`src/rtl/axi_wrr_arbit_pkg.sv`:
```
// Shared types and helpers for the weighted round-robin burst arbiter.
package axi_wrr_arbit_pkg;

   localparam int unsigned ARB_WIDTH_DEF = 8;
   localparam int unsigned WEIGHT_W_DEF  = 4;

   typedef enum logic {
      ARB_IDLE = 1'b0,
      ARB_LOCK = 1'b1
   } arb_state_e;

   function automatic int unsigned onehot_to_idx(input logic [31:0] onehot);
      int unsigned idx;
      idx = 0;
      for (int i = 0; i < 32; i++) begin
         if (onehot[i]) idx = i;
      end
      return idx;
   endfunction

endpackage

```
`src/rtl/axi_wrr_arbit_if.sv`:
```
// Request/grant bundle between requester queues (master) and the arbiter (slave).
interface axi_wrr_arbit_if
   import axi_wrr_arbit_pkg::*;
#(
   parameter int unsigned ARB_WIDTH = ARB_WIDTH_DEF,
   parameter int unsigned WEIGHT_W  = WEIGHT_W_DEF
);
   localparam int unsigned IDX_W = $clog2(ARB_WIDTH);

   logic [ARB_WIDTH-1:0]          req_i;
   logic [ARB_WIDTH-1:0]          last_i;
   logic [ARB_WIDTH*WEIGHT_W-1:0] weight_i;
   logic                          gnt_ready_i;
   logic                          gnt_valid_o;
   logic [IDX_W-1:0]              gnt_idx_o;
   logic [ARB_WIDTH-1:0]          gnt_onehot_o;
   logic                          busy_o;

   modport master (
      output req_i, last_i, weight_i, gnt_ready_i,
      input  gnt_valid_o, gnt_idx_o, gnt_onehot_o, busy_o
   );

   modport slave (
      input  req_i, last_i, weight_i, gnt_ready_i,
      output gnt_valid_o, gnt_idx_o, gnt_onehot_o, busy_o
   );

endinterface

```
`src/rtl/axi_wrr_arbit_rr_pick.sv`:
```
// Combinational rotating-priority pick: first set request at or above ptr_i, wrapping to 0.
module axi_wrr_arbit_rr_pick
   import axi_wrr_arbit_pkg::*;
#(
   parameter int unsigned ARB_WIDTH = ARB_WIDTH_DEF,
   parameter int unsigned IDX_W     = $clog2(ARB_WIDTH)
) (
   input  logic [ARB_WIDTH-1:0] req_i,
   input  logic [IDX_W-1:0]     ptr_i,
   output logic                 valid_o,
   output logic [ARB_WIDTH-1:0] onehot_o,
   output logic [IDX_W-1:0]     idx_o
);

   logic [2*ARB_WIDTH-1:0] w_dbl;
   logic [ARB_WIDTH-1:0]   w_rot;
   int unsigned            w_ofs;
   int unsigned            w_pos;

   // Bit k of w_rot is requester (ptr_i + k) mod ARB_WIDTH.
   assign w_dbl   = {req_i, req_i} >> ptr_i;
   assign w_rot   = w_dbl[ARB_WIDTH-1:0];
   assign valid_o = |req_i;

   always_comb begin
      w_ofs = 0;
      for (int k = ARB_WIDTH - 1; k >= 0; k--) begin
         if (w_rot[k]) w_ofs = k;
      end
      w_pos    = (32'(ptr_i) + w_ofs) % ARB_WIDTH;
      onehot_o = valid_o ? (ARB_WIDTH'(1) << w_pos) : '0;
      idx_o    = IDX_W'(onehot_to_idx(32'(onehot_o)));
   end

endmodule

```
`src/rtl/axi_wrr_arbit.sv`:
```
// Weighted round-robin burst arbiter: locks a requester for up to weight bursts per turn,
// with registered grant outputs and a valid/ready beat handshake toward the channel mux.
module axi_wrr_arbit
   import axi_wrr_arbit_pkg::*;
#(
   parameter int unsigned ARB_WIDTH = ARB_WIDTH_DEF,
   parameter int unsigned WEIGHT_W  = WEIGHT_W_DEF
) (
   input logic            clk,
   input logic            rst,
   axi_wrr_arbit_if.slave arb
);

   localparam int unsigned IDX_W = $clog2(ARB_WIDTH);

   arb_state_e           r_state;
   logic [IDX_W-1:0]     r_ptr;
   logic [IDX_W-1:0]     r_gnt_idx;
   logic [ARB_WIDTH-1:0] r_gnt_onehot;
   logic                 r_busy;
   logic [WEIGHT_W-1:0]  r_credit;
   logic                 r_gap_chk;

   logic                 w_pick_valid;
   logic [ARB_WIDTH-1:0] w_pick_onehot;
   logic [IDX_W-1:0]     w_pick_idx;
   logic [WEIGHT_W-1:0]  w_pick_weight;
   logic [IDX_W-1:0]     w_ptr_next;
   logic                 w_valid;
   logic                 w_burst_end;
   logic                 w_gap;

   axi_wrr_arbit_rr_pick #(
      .ARB_WIDTH (ARB_WIDTH),
      .IDX_W     (IDX_W)
   ) u_pick (
      .req_i    (arb.req_i),
      .ptr_i    (r_ptr),
      .valid_o  (w_pick_valid),
      .onehot_o (w_pick_onehot),
      .idx_o    (w_pick_idx)
   );

   assign w_pick_weight = arb.weight_i[w_pick_idx*WEIGHT_W +: WEIGHT_W];
   assign w_ptr_next    = (r_gnt_idx == IDX_W'(ARB_WIDTH - 1)) ? '0 : r_gnt_idx + IDX_W'(1);
   assign w_valid       = r_busy & arb.req_i[r_gnt_idx];
   assign w_burst_end   = w_valid & arb.gnt_ready_i & arb.last_i[r_gnt_idx];
   // Owner went quiet right after finishing a burst: it forfeits the rest of its turn.
   assign w_gap         = r_gap_chk & ~arb.req_i[r_gnt_idx];

   always_ff @(posedge clk) begin
      if (rst) begin
         r_state      <= ARB_IDLE;
         r_ptr        <= '0;
         r_gnt_idx    <= '0;
         r_gnt_onehot <= '0;
         r_busy       <= 1'b0;
         r_credit     <= '0;
         r_gap_chk    <= 1'b0;
      end else begin
         unique case (r_state)
            ARB_IDLE: begin
               if (w_pick_valid) begin
                  r_state      <= ARB_LOCK;
                  r_gnt_idx    <= w_pick_idx;
                  r_gnt_onehot <= w_pick_onehot;
                  r_busy       <= 1'b1;
                  r_credit     <= (w_pick_weight == '0) ? WEIGHT_W'(1) : w_pick_weight;
                  r_gap_chk    <= 1'b0;
               end
            end
            ARB_LOCK: begin
               r_gap_chk <= 1'b0;
               if (w_gap || (w_burst_end && r_credit <= WEIGHT_W'(1))) begin
                  r_state      <= ARB_IDLE;
                  r_busy       <= 1'b0;
                  r_gnt_onehot <= '0;
                  r_ptr        <= w_ptr_next;
               end else if (w_burst_end) begin
                  r_credit  <= r_credit - WEIGHT_W'(1);
                  r_gap_chk <= 1'b1;
               end
            end
            default: r_state <= ARB_IDLE;
         endcase
      end
   end

   assign arb.gnt_valid_o  = w_valid;
   assign arb.gnt_idx_o    = r_gnt_idx;
   assign arb.gnt_onehot_o = r_gnt_onehot;
   assign arb.busy_o       = r_busy;

endmodule
```
`src/flat_wrapper.sv`:
```
// flat-port wrapper written by rule: the top's interface ports become plain ports
module axi_wrr_arbit_flat import axi_wrr_arbit_pkg::*;
#(
   parameter int unsigned ARB_WIDTH = ARB_WIDTH_DEF,
   parameter int unsigned WEIGHT_W  = WEIGHT_W_DEF
)
  (clk, rst, arb_req_i, arb_last_i, arb_weight_i, arb_gnt_ready_i, arb_gnt_valid_o, arb_gnt_idx_o, arb_gnt_onehot_o, arb_busy_o);
  axi_wrr_arbit_if #(.ARB_WIDTH(ARB_WIDTH), .WEIGHT_W(WEIGHT_W)) arb_i ();
  input logic clk;
  input logic rst;
  input wire logic [$bits(arb_i.req_i)-1:0] arb_req_i;
  input wire logic [$bits(arb_i.last_i)-1:0] arb_last_i;
  input wire logic [$bits(arb_i.weight_i)-1:0] arb_weight_i;
  input wire logic [$bits(arb_i.gnt_ready_i)-1:0] arb_gnt_ready_i;
  output wire logic [$bits(arb_i.gnt_valid_o)-1:0] arb_gnt_valid_o;
  output wire logic [$bits(arb_i.gnt_idx_o)-1:0] arb_gnt_idx_o;
  output wire logic [$bits(arb_i.gnt_onehot_o)-1:0] arb_gnt_onehot_o;
  output wire logic [$bits(arb_i.busy_o)-1:0] arb_busy_o;
  assign arb_i.req_i = arb_req_i;
  assign arb_i.last_i = arb_last_i;
  assign arb_i.weight_i = arb_weight_i;
  assign arb_i.gnt_ready_i = arb_gnt_ready_i;
  assign arb_gnt_valid_o = arb_i.gnt_valid_o;
  assign arb_gnt_idx_o = arb_i.gnt_idx_o;
  assign arb_gnt_onehot_o = arb_i.gnt_onehot_o;
  assign arb_busy_o = arb_i.busy_o;
  axi_wrr_arbit #(.ARB_WIDTH(ARB_WIDTH), .WEIGHT_W(WEIGHT_W)) u_core (.clk(clk), .rst(rst), .arb(arb_i));
endmodule
```
`config.mk`:
```
export PLATFORM = sky130hd
export DESIGN_NAME = axi_wrr_arbit_flat
export DESIGN_NICKNAME = d
export VERILOG_FILES = /design/src/rtl/axi_wrr_arbit_pkg.sv /design/src/rtl/axi_wrr_arbit_if.sv /design/src/rtl/axi_wrr_arbit_rr_pick.sv /design/src/rtl/axi_wrr_arbit.sv /design/src/flat_wrapper.sv
export SDC_FILE = /design/constraint.sdc
export NUM_CORES = 1
export LEC_CHECK = 0
export BUFFER_PORTS_ARGS = -buffer_cell sky130_fd_sc_hd__buf_2
export CORE_UTILIZATION = 45
export CTS_BUF_LIST = sky130_fd_sc_hd__clkbuf_4
export CTS_CLUSTER_DIAMETER = 50
export DETAILED_ROUTE_END_ITERATION = 12
export PLACE_DENSITY = 0.73
export SYNTH_ARGS = -nofsm -noshare
export SYNTH_HDL_FRONTEND = slang
export SYNTH_SLANG_ARGS = --single-unit
export TNS_END_PERCENT = 20
```
`constraint.sdc`:
```
create_clock -name clk -period 3.82 [get_ports clk]
set_clock_uncertainty 0.15 [all_clocks]
set_input_delay 0.764 -clock clk [delete_from_list [all_inputs] [get_ports clk]]
set_output_delay 0.764 -clock clk [all_outputs]
set_load 0.02 [all_outputs]
```
==> flow_summary.toml <==
[status]
status = "complete, no violations"

[sta]
layout_min_cycle_time_ns = 3.69
setup_viol = 0
maxSlewViolCount = 0
setup_tns_ns = 0
rsz0062_at_grt = "no"
slew_headroom = 0.647
setup_ws_ns = 0.129
finalCritPeriodShare = 0.966
fmaxAchievable_mhz = 271
tightest_slew_ns = 0.529
fin_hold_ws_ns = 0.319
finalHoldViolCount = 0

[worst_hold_path]
worstHoldStart = "u_core.arb.gnt_onehot_o[6]"
min_path_type = "flip-flop to flip-flop"
min_path_cells = 2
hold_path_end = "u_core.arb.gnt_onehot_o[6]"

[synth]
async_reset_ff_frac = 0
postSynthAreaPerCell_um2 = 8.16
synth_edf_count = 0
synth_cell_types = 51
yosys_warnings = 0
synth_top_area_share = 0.215
synth-seq-cells = 21
yosysTopAreaCell = "dfxtp_1"
ys.flop_type = "dfxtp_1"
syn_inst = 240
netlist_area_um2 = 1960
synth_area_leaders = "dfxtp_1 (21%), mux2i_1 (10%), mux2_2 (5.8%)"
ys_top_cells_by_count = "nand2_1 (28), nor2_1 (24), dfxtp_1 (21)"
syn-num-nets = 297
ys_seq_area_frac = 0.215
yosysMostFrequentCell = "nand2_1"

[final_layout]
area_delta_synth_final_pct = 30.4
multiInputGateArea_um2 = 1460
drive_gt1_frac = 0.393
final_area_um2 = 2550
diodes = 0
num-fill-cells = 384
instances_no_fill = 371
nNetsFinal = 379
fin_util = 0.625
seq_area_um2 = 424

[setup_path]
critPathTopFamily = "compound AO/OA/AOI/OAI gates"
critPathBufInv = 2
endpoint_kind = "flip-flop"
critical_path.startpoint = "u_core.r_ptr[1]"
timing.critical_path.fanout_max = 8
r2r-end = "u_core.r_credit[0]"
r2r-start = "u_core.r_ptr[1]"
reg2reg_depth = 16
startpoint_type = "flip-flop"
worstPathArrival_ns = 3.79
path_cells = "buf_4, mux2i_2, mux2_4, nand2_1, a21boi_1, o21ai_1, a211oi_1, a31o_2, ha_4, fa_1, buf_6, mux2_4, o22a_1, a221o_1, o211ai_2, o2bb2ai_1"
crit_top_cell = "mux2_4"
rrSetupSlack_ns = 0.13
crit_path_max_incr_delay_ns = 0.57
cp_data_required_time_ns = 3.92
slowest_stage = "fa_1"
path_class = "flip-flop to flip-flop"

[drt]
routed_via_density = 5.58
drc = 0
routedWlPerCell_um = 13.7
drt-initial-drc-count = 87
dr.pass1.iters = 4
totalWireLength_um = 5070
dr.max_layer_used = "met4"
via_count = 2070
wl_met3_um = 325
m1WireLength_um = 2170
ant_nets = 0
routed-wl-met2_um = 2570

[floorplanning]
boundaryPins = 64
die_w_um = 68.0
dieArea_um2 = 4620
rows = 23
core-area_um2 = 4090
die_y_um = 68.0
start_util = 0.479

[power]
p_leak_nw = 1.17
internal_power_uw = 392
power_switching_share = 0.342
p_sw_uw = 204
pwr_density_cell_nw_per_um2 = 233
power_uw = 596
peakVddDrop_v = 0.000101
p_seq_frac = 0.420
clockPowerShare = 0.178
combPwrFrac = 0.402

[placed_design]
dpl-instance-area_um2 = 2510
dp_hpwl_um = 4130
dp_slack_ns = -0.282
dp.cells = 367
port_buffers = 63
gp_congestion = 0.829

[global_routing]
grt_pass1_wl_um = 7910
antenna_found_initial = 0
grt_max_degree = 18
grt_pass1_vias = 1844
overflow = 0
grt.total_usage = 0.222

[cts]
cts.reportedPaths.clkPinSlew_ns = 0.11
cts_sinks = 21
insertion_delay_ns = 0.31
cts.path.max_buffers = 2
cts_tree = "done"
postCtsHoldBufs = 0
h-tree-depth = 1
cts_buffers = 3
cts-root-buf = "clkbuf_4"

[job]
maxCapViolations = 0
cell type report:
type	count	area share
Clock inverter	1	0.00196
Sequential cell	21	0.166
Timing Repair Buffer	93	0.213
Multi-Input combinational cell	194	0.572
Inverter	9	0.0132
Clock buffer	3	0.00882
Tap cell	50	0.0245
flip-flops by register name, summed over array words and instances (netlist names):
signal and cells:
u_core.arb.gnt_onehot_o 8, u_core.r_credit 4, u_core.arb.gnt_idx_o 3, u_core.r_ptr 3, u_core.arb.busy_o 1, u_core.r_gap_chk 1, u_core.r_state 1
worst max path at each step:
stage	slack, ns	endpoint	cells after the start
after detailed placement	-0.28	u_core.r_credit[0]	16
final	0.13	u_core.r_credit[0]	16
after global placement	-0.21	u_core.r_credit[0]	15
after global routing	0.001	u_core.r_credit[0]	16
after floorplan	0.004	u_core.r_credit[0]	16
after CTS	0.02	u_core.r_credit[0]	16
logic make-up after synthesis:
| logic type | after synthesis | synth area share |
|---|---|---|
| mux | 36 | 0.231 |
| compound gates | 69 | 0.241 |
| buf+inv | 25 | 0.0556 |
| flops | 21 | 0.215 |
| simple gates | 80 | 0.190 |
| fa+ha+maj | 7 | 0.0492 |
| xor+xnor | 2 | 0.0185 |
metal layers:
| layer | track usage | vias to the layer above |
|---|---|---|
| met3 | 0.0400 | 2 |
| met1 | 0.250 | 950 |
| met2 | 0.441 | 75 |
| met4 | 0.0156 | 0 |
| met5 | 0 | - |
| li1 | - | 1043 |
timing repair:
item,4_1_cts,5_1_grt
setup buffers,0,0
resized for setup,1,8
pin swaps,0,2
endpoints found under the setup margin,2,4
cloned,0,0
worst reg2reg max path, cell delays in order (launching register included):
cell and delay (ns):
dfxtp_4 0.39, buf_4 0.17, mux2i_2 0.16, mux2_4 0.28, nand2_1 0.06, a21boi_1 0.06
o21ai_1 0.13, a211oi_1 0.08, a31o_2 0.24, ha_4 0.16, fa_1 0.57, buf_6 0.14
mux2_4 0.30, o22a_1 0.15, a221o_1 0.32, o211ai_2 0.15, o2bb2ai_1 0.12
cells in the final DEF, fill, tap and decap left out, drive strengths merged, types with 3 or more instances in the layout:
master  count
nand2      29
a21oi      17
mux4        6
dfxtp      21
mux2i      20
mux2       10
a21o        4
a22o        4
o21ai      16
o22ai       7
inv         9
a211oi      4
buf        93
nor2b       3
nor2       24
clkbuf      3
nor3        6
nor4        3
nand2b      4
ha          5
power groups by stage:
stage / Sequential [mW] / Combinational, mW / Clock [mW]
final: 0.250 / 0.240 / 0.106
after global routing: 0.252 / 0.266 / 0.118
after CTS: 0.250 / 0.238 / 0.110
after detailed placement: 0.255 / 0.237 / 0
after global placement: 0.255 / 0.232 / 0
after floorplan: 0.254 / 0.153 / 0
Power figures use the tool's default switching activity.
